==> config.mk <==
export PLATFORM = sky130hd
export DESIGN_NAME = vend_dispense_ctrl
export DESIGN_NICKNAME = d
export VERILOG_FILES = /design/src/rtl/vend_pkg.sv /design/src/rtl/vend_event_fifo.sv /design/src/rtl/vend_dispense_ctrl.sv
export SDC_FILE = /design/constraint.sdc
export NUM_CORES = 1
export LEC_CHECK = 0
export CORE_ASPECT_RATIO = 1.1
export CORE_MARGIN = 2
export CORE_UTILIZATION = 25
export DETAILED_ROUTE_END_ITERATION = 10
export SLEW_MARGIN = 20
export SYNTH_ARGS = -nofsm -noshare
export SYNTH_HDL_FRONTEND = slang
export SYNTH_SLANG_ARGS = --single-unit
==> constraint.sdc <==
create_clock -name clk -period 4.7 [get_ports clk]
set_input_delay 0.94 -clock clk [delete_from_list [all_inputs] [get_ports clk]]
set_output_delay 0.94 -clock clk [all_outputs]
set_load 0.05 [all_outputs]
==> src/rtl/vend_pkg.sv <==
// ---------------------------------------------------------------------------
// vend_pkg
//   Shared types and constants for the vending dispense controller slice.
//   - state_t      : dispense FSM states
//   - CHG_*        : change codes as produced by the upstream vending FSM
//   - PRICE_COINS  : product price expressed in 5 rs coins (refund amount)
//   - event_t      : one queued dispense request {vend, change}
//   - chg_coins()  : converts a change code into a number of 5 rs coins
// ---------------------------------------------------------------------------
package vend_pkg;

    typedef enum logic [1:0] {
        IDLE     = 2'd0,
        VEND     = 2'd1,
        COIN_ON  = 2'd2,
        COIN_GAP = 2'd3
    } state_t;

    localparam logic [1:0] CHG_NONE = 2'b00;
    localparam logic [1:0] CHG_5    = 2'b01;
    localparam logic [1:0] CHG_10   = 2'b10;
    localparam logic [1:0] CHG_15   = 2'b11;

    localparam logic [2:0] PRICE_COINS = 3'd3;

    typedef struct packed {
        logic       vend;
        logic [1:0] change;
    } event_t;

    // Number of 5 rs coins owed for a change code.
    function automatic logic [2:0] chg_coins(input logic [1:0] code);
        logic [2:0] n;
        case (code)
            CHG_5:   n = 3'd1;
            CHG_10:  n = 3'd2;
            CHG_15:  n = 3'd3;
            default: n = 3'd0;
        endcase
        return n;
    endfunction

endpackage

==> src/rtl/vend_event_fifo.sv <==
// ---------------------------------------------------------------------------
// vend_event_fifo
//   Small synchronous FIFO holding pending dispense events.
//   A push while full is accepted only when a pop happens on the same edge.
// Ports:
//   clk    in   clock, rising edge
//   rst    in   synchronous active-high reset (empties the queue)
//   push   in   write wdata this edge
//   pop    in   discard head entry this edge
//   wdata  in   event to enqueue
//   rdata  out  head entry (valid when !empty)
//   full   out  DEPTH entries held
//   empty  out  no entries held
// ---------------------------------------------------------------------------
module vend_event_fifo
    import vend_pkg::*;
#(
    parameter int DEPTH = 4
) (
    input  logic   clk,
    input  logic   rst,
    input  logic   push,
    input  logic   pop,
    input  event_t wdata,
    output event_t rdata,
    output logic   full,
    output logic   empty
);

    localparam int AW = $clog2(DEPTH);

    event_t        mem [DEPTH];
    logic [AW-1:0] wr_ptr;
    logic [AW-1:0] rd_ptr;
    logic [AW:0]   count;
    logic          do_push;
    logic          do_pop;

    // A pop frees a slot on the same edge, so a full queue can still take a push.
    assign do_pop  = pop && !empty;
    assign do_push = push && (!full || do_pop);

    assign empty = (count == '0);
    assign full  = (count == (AW+1)'(DEPTH));
    assign rdata = mem[rd_ptr];

    always_ff @(posedge clk) begin
        if (do_push) begin
            mem[wr_ptr] <= wdata;
        end
    end

    // Pointers wrap naturally because DEPTH is a power of two.
    always_ff @(posedge clk) begin
        if (rst) begin
            wr_ptr <= '0;
            rd_ptr <= '0;
            count  <= '0;
        end else begin
            if (do_push) begin
                wr_ptr <= wr_ptr + AW'(1);
            end
            if (do_pop) begin
                rd_ptr <= rd_ptr + AW'(1);
            end
            case ({do_push, do_pop})
                2'b10:   count <= count + (AW+1)'(1);
                2'b01:   count <= count - (AW+1)'(1);
                default: count <= count;
            endcase
        end
    end

endmodule

==> src/rtl/vend_dispense_ctrl.sv <==
// ---------------------------------------------------------------------------
// vend_dispense_ctrl
//   Actuator stage behind the vending FSM. Queues {out, change} events, then
//   per event fires one product solenoid pulse and one hopper pulse per 5 rs
//   coin. A vend with no stock left refunds the price as extra coins.
// Optional feature (macro DISPENSE_STATS_EN): saturating 16-bit counters of
//   solenoid pulses (vend_total) and hopper pulses (coin_total) since reset.
// Ports:
//   clk        in   clock, rising edge
//   rst        in   synchronous active-high reset
//   out        in   vend request (1 = dispense one product)
//   change     in   change code 00 none, 01 5 rs, 10 10 rs, 11 15 rs
//   solenoid   out  product release solenoid
//   hopper     out  coin hopper eject, one pulse per coin
//   busy       out  FSM active or events queued
//   sold_out   out  stock is zero
//   overflow   out  sticky, an event was dropped on a full queue
//   stock      out  remaining products
//   vend_total out  (DISPENSE_STATS_EN only) solenoid pulse count
//   coin_total out  (DISPENSE_STATS_EN only) hopper pulse count
// ---------------------------------------------------------------------------
module vend_dispense_ctrl
    import vend_pkg::*;
#(
    parameter int PULSE_W    = 4,
    parameter int GAP_W      = 2,
    parameter int FIFO_DEPTH = 4,
    parameter int STOCK_W    = 4,
    parameter int STOCK_INIT = 8
) (
    input  logic               clk,
    input  logic               rst,
    input  logic               out,
    input  logic [1:0]         change,
    output logic               solenoid,
    output logic               hopper,
    output logic               busy,
    output logic               sold_out,
    output logic               overflow,
    output logic [STOCK_W-1:0] stock
`ifdef DISPENSE_STATS_EN
    ,
    output logic [15:0]        vend_total,
    output logic [15:0]        coin_total
`endif
);

    localparam int TMR_MAX = (PULSE_W > GAP_W) ? PULSE_W : GAP_W;
    localparam int TMR_W   = $clog2(TMR_MAX + 1);

    localparam logic [TMR_W-1:0] PULSE_LAST = TMR_W'(PULSE_W - 1);
    localparam logic [TMR_W-1:0] GAP_LAST   = TMR_W'(GAP_W - 1);

    state_t             state;
    state_t             state_nx;
    logic [TMR_W-1:0]   timer;
    logic [TMR_W-1:0]   timer_nx;
    logic [2:0]         coins;
    logic [2:0]         coins_nx;
    logic [STOCK_W-1:0] stock_nx;

    logic               push;
    logic               pop;
    logic               fifo_full;
    logic               fifo_empty;
    event_t             ev_in;
    event_t             head;

    // Idle cycles (no vend, no change) are not events and never enter the queue.
    assign push          = out || (change != CHG_NONE);
    assign ev_in.vend    = out;
    assign ev_in.change  = change;

    vend_event_fifo #(
        .DEPTH (FIFO_DEPTH)
    ) u_fifo (
        .clk   (clk),
        .rst   (rst),
        .push  (push),
        .pop   (pop),
        .wdata (ev_in),
        .rdata (head),
        .full  (fifo_full),
        .empty (fifo_empty)
    );

    // Next-state logic. The timer counts cycles spent in the current state and
    // restarts at zero on every transition; IDLE pops one event per visit, so
    // consecutive events are separated by exactly one IDLE cycle.
    always_comb begin
        state_nx = state;
        timer_nx = timer + TMR_W'(1);
        coins_nx = coins;
        stock_nx = stock;
        pop      = 1'b0;
        case (state)
            IDLE: begin
                timer_nx = '0;
                if (!fifo_empty) begin
                    pop      = 1'b1;
                    coins_nx = chg_coins(head.change);
                    if (head.vend && (stock != '0)) begin
                        stock_nx = stock - STOCK_W'(1);
                        state_nx = VEND;
                    end else begin
                        // Sold out: no product, give the price back as coins.
                        if (head.vend) begin
                            coins_nx = coins_nx + PRICE_COINS;
                        end
                        state_nx = (coins_nx != 3'd0) ? COIN_ON : IDLE;
                    end
                end
            end
            VEND: begin
                if (timer == PULSE_LAST) begin
                    timer_nx = '0;
                    state_nx = (coins != 3'd0) ? COIN_ON : IDLE;
                end
            end
            COIN_ON: begin
                if (timer == PULSE_LAST) begin
                    timer_nx = '0;
                    coins_nx = coins - 3'd1;
                    state_nx = (coins_nx != 3'd0) ? COIN_GAP : IDLE;
                end
            end
            COIN_GAP: begin
                if (timer == GAP_LAST) begin
                    timer_nx = '0;
                    state_nx = COIN_ON;
                end
            end
            default: begin
                timer_nx = '0;
                state_nx = IDLE;
            end
        endcase
    end

    // State and output registers. Actuators are registered copies of the
    // state, so each pulse trails its state by one cycle and the two can
    // never be high together because the FSM holds only one state.
    always_ff @(posedge clk) begin
        if (rst) begin
            state    <= IDLE;
            timer    <= '0;
            coins    <= 3'd0;
            stock    <= STOCK_W'(STOCK_INIT);
            sold_out <= (STOCK_INIT == 0);
            solenoid <= 1'b0;
            hopper   <= 1'b0;
            busy     <= 1'b0;
            overflow <= 1'b0;
        end else begin
            state    <= state_nx;
            timer    <= timer_nx;
            coins    <= coins_nx;
            stock    <= stock_nx;
            sold_out <= (stock_nx == '0);
            solenoid <= (state == VEND);
            hopper   <= (state == COIN_ON);
            busy     <= (state != IDLE) || !fifo_empty;
            overflow <= overflow || (push && fifo_full && !pop);
        end
    end

`ifdef DISPENSE_STATS_EN
    // Count a pulse on the edge where its actuator output rises.
    always_ff @(posedge clk) begin
        if (rst) begin
            vend_total <= 16'd0;
            coin_total <= 16'd0;
        end else begin
            if ((state == VEND) && !solenoid && (vend_total != 16'hFFFF)) begin
                vend_total <= vend_total + 16'd1;
            end
            if ((state == COIN_ON) && !hopper && (coin_total != 16'hFFFF)) begin
                coin_total <= coin_total + 16'd1;
            end
        end
    end
`endif

endmodule
==> summary.txt, run 1 <==
Status
  • Status: finished, final reports clean

Power and ir drop
  • Gate power share: 0.458
  • Sequential share of power: 0.325
  • Sw frac: 0.391
  • VDD IR max: 0.181 mV
  • Total power: 1.52 mW
  • Net Sw Power: 593 uW
  • Clock share of power: 0.218
  • Cell Int Power: 923 uW
  • Pwr per Cell Area: 655 nW/um^2
  • P_leak: 0.860 nW

Worst hold path
  • Min-Delay Path Depth: 1
  • Hold Crit Class: reg2reg
  • Hold path endpoint: timer[0]
  • Worst Hold Launch: timer[0]

STA
  • Hold Vio Cnt, Final: 0
  • Sum Neg Setup Slack: 0 ns
  • Tmin final: 3.20 ns
  • Final setup viols: 0
  • Worst Tran Pin Value: 0.924 ns
  • Fmax: 312 MHz
  • Max Clock Skew: 0.00783 ns
  • Max-Slew Margin vs Limit: 0.382
  • Final Max Slew Viols: 0
  • Unrepaired setup endpoints after global routing: no
  • Final period utilization: 0.681

Die
  • DIE WIDTH: 88.3 um
  • Core area: 7510 um^2
  • Ports: 14
  • DIE AREA: 8540 um^2
  • Die Y-Extent: 96.7 um
  • Initial Util: 0.260
  • Row count: 33

Critical path
  • WP buf/inv: 2
  • Setup CP Type: in2reg
  • Worst path slowest cell: nor3_1
  • CP peak stage delay: 0.60 ns
  • Critical Path AT: 3.34 ns
  • Cell mode on critical path: nor3_1
  • Reg2Reg Depth: 9
  • Launch point of the worst reg-to-reg path: state[0]
  • Req. time, crit path: 4.84 ns
  • Flop-to-flop setup slack: 2.14 ns
  • CP endpoint kind: flip-flop
  • RR Endpoint: u_fifo.count[2]
  • Critical path cell sequence: clkdlybuf4s50_1 > nor3_1 > and2_1 > inv_1 > fa_1 > nor4_1 > o21a_1 > nor3_1
  • Worst Path Max Fanout: 7
  • CP delay by family, top: simple AND/OR/NAND/NOR gates
  • WP depth: 8
  • Worst setup SP type: input port

Logic synthesis
  • Area leader, netlist: dfxtp_1
  • Mapped Cells: 187
  • Synth warnings: 0
  • Synth Area per Inst: 10.5 um^2
  • Syn nets: 213
  • Yosys reg bits: 38
  • Register area share after synthesis: 0.451
  • Post-synth top flop: dfxtp_1
  • Ys async rst share: 0
  • Synth unique cells: 48
  • Post-synth top area share: 0.266
  • Post-Synthesis Cell Area: 1950 um^2
  • Number of enable flip-flop cells after synthesis: 12
  • Synth area leaders: dfxtp_1 27%, edfxtp_1 18%, ha_1 13%

Finish
  • Share of layout cells above drive strength 1: 0.0640
  • Register area: 881 um^2
  • Total Nets Final: 228
  • Finished Layout Cells: 308
  • Final core utilization: 0.308
  • Commonest non-fill, non-tap cells in the layout: 26 x dfxtp_1, 20 x inv_1, 20 x ha_1, 19 x nor2_1, 13 x clkdlybuf4s50_1
  • Ant diodes: 0
  • Area of the multi-input gates: 965 um^2
  • Synth-to-layout area growth: 18.4%
  • Most common cell after layout, fill and taps aside: dfxtp_1
  • FILL cells: 808

CTS
  • CTS clk-pin slew, worst paths: 0.08 ns
  • Clk root buf: clkbuf_8
  • CTS max path bufs: 2
  • CTS tree: done
  • Worst skew pair latency: 0.29 ns
  • CTS Buf Count: 5
  • H-tree levels: 2
  • Hold buffers post-CTS: 0
  • Setup repair bufs after CTS: 0
  • Clk sinks: 38
  • Post-CTS sizing: 0

Global routing
  • Global-route usage over all layers: 0.0871
  • First-pass GRT wire length: 5.98 mm
  • Largest net degree at the start of global routing: 25
  • Number of global-route vias before repair: 1,309
  • Initial antenna violation count: 0
  • GR Overflow Total: 0

Routing
  • Starting DRC count in detailed routing: 55
  • Avg WL per Cell: 10.9 um
  • Routed Antenna Nets: 0
  • Routed via count: 1,317
  • DR DRC count: 0
  • Via density: 4.28
  • Drt pass-1 iters: 4
  • Drt total wl: 3.37 mm

Placement
  • DPL Wire Length: 2.47 mm
  • IO Port Bufs: 13
  • GP Congestion: 0.724
  • Inst Count DP: 300

Flow run
  • MaxCap Viol Count: 0
## per-stage QoR
stage / hold slack [ns] / setup WS, ns / area, um^2
after CTS: 0.462 / 1.48 / 2310
final: 0.460 / 1.50 / 2310
after detailed placement: 0.444 / 1.17 / 2180
after global routing: 0.493 / 1.27 / 2310
after global placement: 0.439 / 1.28 / 2180
after floorplan: 0.421 / 2.02 / 1950
## power groups by stage
stage               clock network (mW)  logic, mW  registers, mW
global route                     0.353      0.788          0.506
global placement                     0      0.682          0.498
floorplan                            0      0.467          0.580
finish                           0.330      0.694          0.492
detailed placement                   0      0.697          0.499
CTS                              0.338      0.702          0.492
## final cells by class
cell class / instances / area share
sequential: 38 / 0.381
clock buffer: 5 / 0.0297
tap: 105 / 0.0568
timing repair buffer: 13 / 0.0562
clock inverter: 3 / 0.0276
inverter: 20 / 0.0324
multi-input combinational: 124 / 0.417
## cells by family after synthesis
group / synth area share
xor+xnor: 0.0179
fa+ha+maj: 0.138
flops: 0.451
buf+inv: 0.0557
simple gates: 0.174
mux: 0.0544
compound gates: 0.109
## cells in the mapped netlist, types with 2 or more instances
library cell  number
nand2_1            6
buf_6              2
o21ai_0            2
and2_1             6
nor2_1            19
mux2i_1            2
edfxtp_1          12
dfxtp_1           26
nor3_1            10
a211oi_1           5
nor2b_1            4
inv_1             20
nand2b_1           2
a31oi_1            2
nor4b_1            2
a21oi_1            5
xnor2_1            3
ha_1              20
mux4_1             2
o21a_1             3
nand3_1            5
clkbuf_1           3
## metal layers
layer | part of all wire | global-route usage | up-vias | wire length, um
li1 | - | - | 686 | -
met1 | 0.49 | 0.117 | 609 | 1670
met2 | 0.46 | 0.135 | 19 | 1570
met3 | 0.032 | 0.0265 | 3 | 109
met4 | 0.0077 | 0.0245 | 0 | 26
met5 | 0 | 0 | - | 0
## how the worst max path moves through the flow
| stage | startpoint | end |
|---|---|---|
| after floorplan | change[1] | u_fifo.count[2] |
| after global placement | change[1] | u_fifo.count[2] |
| after detailed placement | change[0] | u_fifo.count[2] |
| after CTS | change[0] | u_fifo.count[2] |
| after global routing | change[0] | u_fifo.count[2] |
| final | change[1] | u_fifo.count[2] |
## state kept, by name (all words and copies together) (netlist names), named ones only
name and cells:
state 2, solenoid 1, sold_out 1, u_fifo.count 3, busy 1, hopper 1, u_fifo.rd_ptr 2, coins 3
u_fifo.wr_ptr 2, u_fifo.mem 12, stock 4, overflow 1, timer 3
## worst reg2reg max path, cell delays in order, from the launching register on
cell and delay [ns]:
dfxtp_1 0.35, inv_1 0.11, ha_1 0.23, o31a_1 0.42
and2_1 0.28, inv_1 0.08, fa_1 0.38, nor4_1 0.38
o21a_1 0.16, nor3_1 0.04
(Power assumes the default switching activity.)
==> run 2, diff against run 1 <==
==> constraint.sdc (replaced) <==
create_clock -name clk -period 2.75 [get_ports clk]
set_input_delay 0.55 -clock clk [delete_from_list [all_inputs] [get_ports clk]]
set_output_delay 0.55 -clock clk [all_outputs]
set_load 0.05 [all_outputs]
==> run 2 against run 1 <==
Net effect:
- wire length rose by 2.4%
- non-clock buffer count rose by 7
- power rose by 68%
- via count rose by 4.2%
- critical path type unchanged
==> summary.txt, run 2 (synthesis gave the netlist of run 1 again) <==
Power and ir drop
  • Sw frac: 0.403 (+0.0114)
  • Sequential share of power: 0.330 (+0.005)
  • P_leak: 0.881 nW (+2.4%)
  • VDD IR max: 0.265 mV (+47%)
  • Pwr per Cell Area: 1080 nW/um^2 (+65%)
  • Gate power share: 0.478 (+0.020)
  • Clock share of power: 0.192 (-0.026)
  • Total power: 2.54 mW (+68%)
  • Net Sw Power: 1.02 mW (+73%)
  • Cell Int Power: 1.52 mW (+65%)

Die
  • Initial Util: 0.260 (unchanged)
  • Die Y-Extent: 96.7 um (unchanged)
  • Ports: 14 (unchanged)
  • Core area: 7510 um^2 (unchanged)
  • Row count: 33 (unchanged)
  • DIE AREA: 8540 um^2 (unchanged)
  • DIE WIDTH: 88.3 um (unchanged)

Global routing
  • Number of global-route vias before repair: 1,313 (+0.31%)
  • Initial antenna violation count: 0 (unchanged)
  • GR Overflow Total: 0 (unchanged)
  • First-pass GRT wire length: 5.95 mm (-0.47%)
  • Global-route usage over all layers: 0.0884 (+0.00127)
  • Largest net degree at the start of global routing: 16 (-36%)

Critical path
  • Critical Path AT: 2.54 ns (-0.80 ns)
  • Worst Path Max Fanout: 5 (-2)
  • Setup CP Type: in2reg
  • Worst setup SP type: input port
  • Launch point of the worst reg-to-reg path: state[1]
  • Req. time, crit path: 2.98 ns (-1.86 ns)
  • CP endpoint kind: flip-flop
  • Worst setup startpoint: change[1]

STA
  • Max-Slew Margin vs Limit: 0.574 (+0.192)
  • Final period utilization: 0.841
  • Final setup viols: 0 (unchanged)
  • Final Max Slew Viols: 0 (unchanged)
  • Hold Vio Cnt, Final: 0 (unchanged)
  • Max Clock Skew: 0.00965 ns (+0.00182 ns)
  • Unrepaired setup endpoints after global routing: no
  • Worst Tran Pin Value: 0.637 ns (-0.287 ns)
  • Tmin final: 2.31 ns
  • Fmax: 433 MHz
  • Sum Neg Setup Slack: 0 ns (unchanged)

Placement
  • GP Congestion: 0.790 (+9.2%)
  • DPL Wire Length: 2.57 mm (+4.0%)
  • IO Port Bufs: 13 (unchanged)

Worst hold path
  • Hold Crit Class: reg2reg
  • Worst Hold Launch: timer[0]

CTS
  • CTS clk-pin slew, worst paths: 0.07 ns (about the same)
  • CTS max path bufs: 2 (unchanged)
  • Setup repair bufs after CTS: 0 (unchanged)
  • Worst skew pair latency: 0.30 ns (about the same)
  • Hold buffers post-CTS: 0 (unchanged)
  • Clk root buf: clkbuf_8
  • H-tree levels: 2 (unchanged)
  • Post-CTS sizing: 0 (unchanged)
  • CTS tree: done
  • Clk sinks: 38 (unchanged)
  • CTS Buf Count: 5 (unchanged)

Status
  • Status: finished, final reports clean

Routing
  • Routed Antenna Nets: 0 (unchanged)
  • DR DRC count: 0 (unchanged)
  • Drt total wl: 3.45 mm (+2.4%)
  • Routed via count: 1,372 (+4.2%)
  • Drt pass-1 iters: 4 (unchanged)
  • Starting DRC count in detailed routing: 43 (-22%)
  • Via density: 4.36 (+1.9%)
  • Avg WL per Cell: 11.0 um (+0.16%)

Finish
  • Commonest non-fill, non-tap cells in the layout: 26 x dfxtp_1, 20 x inv_1, 20 x ha_1, 19 x nor2_1, 13 x clkdlybuf4s50_1
  • FILL cells: 788 (-2.5%)
  • Total Nets Final: 235 (+3.1%)
  • Most flop-heavy register: u_fifo.mem
  • Most common cell after layout, fill and taps aside: dfxtp_1
  • Max reg flops: 12 (unchanged)
  • Share of layout cells above drive strength 1: 0.100 (+0.0360)
  • Largest regs: u_fifo.mem x12, stock x4
  • Ant diodes: 0 (unchanged)
  • Synth-to-layout area growth: 20.2%

Flow run
  • MaxCap Viol Count: 0 (unchanged)
[run 2: cell count changes in the layout (fill, tap and decap cells not counted), sizes merged]
cell,change
buf,+7
clkinvlp,+2
bufinv,-1
clkinv,-1
[run 2: final timing paths]
kind	to	slack [ns]	cells after the start
setup / recovery	u_fifo.count[2]	0.44	8
hold / removal	timer[0]	0.46	1
setup reg to reg	u_fifo.count[2]	0.62	9
hold reg to reg	timer[0]	0.46	1
[run 2: cell type report]
type / count / area [um^2] / area share
clock buffer: 5 / 68.8 / 0.0293
clock inverter: 3 / 45.0 / 0.0192
inverter: 20 / 75.1 / 0.0320
multi-input combinational: 124 / 965 / 0.411
sequential: 38 / 881 / 0.375
tap: 105 / 131 / 0.0559
timing repair buffer: 20 / 183 / 0.0778
[run 2: metal layers]
layer	wire length, um	share of wire	global-route usage	vias up
met1	1660	0.48	0.114	645
met2	1590	0.46	0.134	27
met5	0	0	0	-
met3	149	0.043	0.0256	6
met4	47	0.014	0.0420	0
li1	-	-	-	694
[run 2: worst max-delay path, cell delays in order]
cell and delay (ns):
clkdlybuf4s50_1 0.47, nor3_1 0.28, and2_1 0.19, inv_1 0.05, fa_1 0.37, nor4_1 0.38
nor3_1 0.08, nor3_1 0.16
[run 2: power by group through the flow]
stage	logic, mW	registers [mW]	clock network [mW]
detailed placement	1.22	0.854	0
global route	1.36	0.862	0.519
CTS	1.22	0.841	0.501
global placement	1.21	0.850	0
floorplan	0.798	0.991	0
finish	1.21	0.839	0.488
[run 2: stage by stage]
stage | area (um^2) | worst slack [ns] | hold WS (ns) | util | cells
6_report | 2350 | 0.439 | 0.456 | 0.313 | 315
5_1_grt | 2350 | 0.230 | 0.485 | 0.313 | 315
4_1_cts | 2350 | 0.426 | 0.462 | 0.313 | 315
3_5_place_dp | 2230 | 0.126 | 0.451 | 0.297 | 307
3_3_place_gp | 2230 | 0.194 | 0.432 | 0.297 | 307
2_1_floorplan | 1950 | 0.464 | 0.421 | - | 187
==> run 3, diff against run 2 <==
==> constraint.sdc (replaced) <==
create_clock -name clk -period 2.05 [get_ports clk]
set_input_delay 0.41 -clock clk [delete_from_list [all_inputs] [get_ports clk]]
set_output_delay 0.41 -clock clk [all_outputs]
set_load 0.05 [all_outputs]
==> run 3 against run 2 <==
Net effect:
- die area unchanged
- utilization up 1.3 points
- global-route usage up 0.15 points
- largest cell class unchanged
==> summary.txt, run 3 (synthesis gave the netlist of run 1 again) <==
Status
  • Status: finished, final reports clean

Routing
  • Routed via count: 1,404 (+2.3%)
  • Starting DRC count in detailed routing: 50 (+16%)
  • Routed Antenna Nets: 0 (unchanged)
  • Via density: 4.33 (-0.51%)
  • Avg WL per Cell: 11.2 um (+2.2%)
  • Drt total wl: 3.63 mm (+5.1%)
  • DR DRC count: 0 (unchanged)
  • Drt pass-1 iters: 4 (unchanged)

CTS
  • Worst skew pair latency: 0.29 ns (about the same)
  • CTS tree: done
  • H-tree levels: 2 (unchanged)
  • CTS clk-pin slew, worst paths: 0.08 ns (about the same)
  • Setup repair bufs after CTS: 0 (unchanged)
  • CTS max path bufs: 2 (unchanged)
  • Clk sinks: 38 (unchanged)
  • Clk root buf: clkbuf_8
  • CTS Buf Count: 5 (unchanged)
  • Hold buffers post-CTS: 0 (unchanged)

Critical path
  • CP peak stage delay: 0.84 ns (+0.37 ns)
  • Setup CP Type: reg2out
  • Worst setup SP type: flip-flop
  • CP delay by family, top: buffers and inverters
  • WP buf/inv: 1 (-1)
  • CP endpoint kind: output pin
  • Critical path cell sequence: clkdlybuf4s50_1
  • Req. time, crit path: 1.64 ns (-1.34 ns)
  • Critical Path AT: 1.55 ns (-0.99 ns)
  • Worst Path Max Fanout: 6 (+1)
  • Worst path slowest cell: clkdlybuf4s50_1

Die
  • Initial Util: 0.260 (unchanged)
  • Ports: 14 (unchanged)
  • Row count: 33 (unchanged)
  • Core area: 7510 um^2 (unchanged)
  • DIE WIDTH: 88.3 um (unchanged)
  • DIE AREA: 8540 um^2 (unchanged)
  • Die Y-Extent: 96.7 um (unchanged)

Finish
  • Commonest non-fill, non-tap cells in the layout: 25 x dfxtp_1, 20 x inv_1, 20 x ha_1, 19 x nor2_1, 16 x buf_4
  • Most common cell after layout, fill and taps aside: dfxtp_1
  • Most flop-heavy register: u_fifo.mem
  • Final core utilization: 0.326 (+0.0132)
  • Largest regs: u_fifo.mem x12, stock x4
  • Max reg flops: 12 (unchanged)
  • Ant diodes: 0 (unchanged)
  • Synth-to-layout area growth: 25.2%
  • Total Nets Final: 244 (+3.8%)
  • Fin area: 2450 um^2 (+4.2%)
  • Share of layout cells above drive strength 1: 0.164 (+0.0644)

STA
  • Max Clock Skew: 0.00371 ns (-0.00594 ns)
  • Final period utilization: 0.956
  • Final Max Slew Viols: 0 (unchanged)
  • Unrepaired setup endpoints after global routing: no
  • Sum Neg Setup Slack: 0 ns (unchanged)
  • Hold WS: 0.453 ns (-0.00310 ns)
  • Hold Vio Cnt, Final: 0 (unchanged)
  • Tmin final: 1.96 ns
  • Max-Slew Margin vs Limit: 0.603 (+0.0294)
  • Final setup viols: 0 (unchanged)
  • Worst Tran Pin Value: 0.593 ns (-0.0439 ns)
  • Fmax: 510 MHz

Global routing
  • Largest net degree at the start of global routing: 15 (-1)
  • Initial antenna violation count: 0 (unchanged)
  • Number of global-route vias before repair: 1,387 (+5.6%)
  • GR Overflow Total: 0 (unchanged)
  • First-pass GRT wire length: 6.15 mm (+3.4%)
  • Global-route usage over all layers: 0.0899 (+0.00149)

Power and ir drop
  • Sequential share of power: 0.310 (-0.020)
  • Clock share of power: 0.212 (+0.020)
  • Sw frac: 0.385 (-0.0172)
  • P_leak: 0.940 nW (+6.7%)
  • VDD IR max: 0.462 mV (+74%)
  • Pwr per Cell Area: 1490 nW/um^2 (+38%)
  • Net Sw Power: 1.41 mW (+37%)
  • Cell Int Power: 2.24 mW (+48%)
  • Gate power share: 0.479 (about the same)

Placement
  • DPL Wire Length: 2.74 mm (+6.9%)
  • Placed Instance Area: 2320 um^2 (+3.6%)
  • GP Congestion: 0.721 (-8.7%)
  • IO Port Bufs: 13 (unchanged)

Flow run
  • MaxCap Viol Count: 0 (unchanged)

Worst hold path
  • Hold Crit Class: reg2reg
==> run 3: changes by cell type in the layout (fill, tap and decap cells not counted), moves of 2 or more <==
cell	change
buf_4	+9
clkinvlp_4	-2
mux4_1	-2
mux4_2	+2
==> run 3: path summary, 6_finish.rpt <==
path / startpoint / end / slack [ns] / depth (start not counted)
worst min-delay path: timer[0] / timer[0] / 0.45 / 1
worst min register to register: timer[0] / timer[0] / 0.45 / 1
worst max register to register: state[0] / u_fifo.count[2] / 0.15 / 9
worst max-delay path: stock[3] / stock[3] / 0.09 / 1
==> run 3: power by group through the flow <==
stage / Sequential [mW] / Combinational (mW) / Clock, mW
after global routing: 1.16 / 1.94 / 0.821
after global placement: 1.13 / 1.72 / 0
after CTS: 1.13 / 1.75 / 0.785
after detailed placement: 1.14 / 1.74 / 0
final: 1.13 / 1.75 / 0.772
after floorplan: 1.33 / 1.08 / 0
==> run 3: repair_timing <==
item | in CTS | in global routing
setup endpoints to repair | 1 | 2
hold endpoints to repair | 0 | 0
pin swaps | 0 | 2
resized for setup | 1 | 2
==> run 3: routing by layer <==
| layer | GRT usage | vias up | wire (um) |
|---|---|---|---|
| met4 | 0.0268 | 0 | 33 |
| met1 | 0.116 | 656 | 1680 |
| li1 | - | 717 | - |
| met3 | 0.0273 | 5 | 170 |
| met2 | 0.143 | 26 | 1750 |
| met5 | 0 | - | 0 |
==> run 3: cell type report <==
class	instances	area (um^2)
clock buffer	5	68.8
fill	791	5070
sequential	38	882
multi-input combinational	124	971
inverter	20	75.1
tap	105	131
timing repair buffer	29	250
clock inverter	3	68.8
==> run 3: worst reg2reg max path: stages (launching register included) <==
cell and delay (ns):
dfxtp_1 0.33, inv_1 0.10, ha_1 0.19, o31a_1 0.17, and2_4 0.15, inv_1 0.04, fa_1 0.39, and3_1 0.17
o21a_1 0.18, nor3_1 0.11
==> run 3: metrics by stage <==
step                      std cells  power, mW  setup WS (ns)
after floorplan                 187       2.41        0.00755
after global placement          316       2.85         -0.236
after detailed placement        316       2.88         -0.266
after CTS                       324       3.67         0.0460
after global routing            324       3.92        0.00608
final                           324       3.65         0.0899
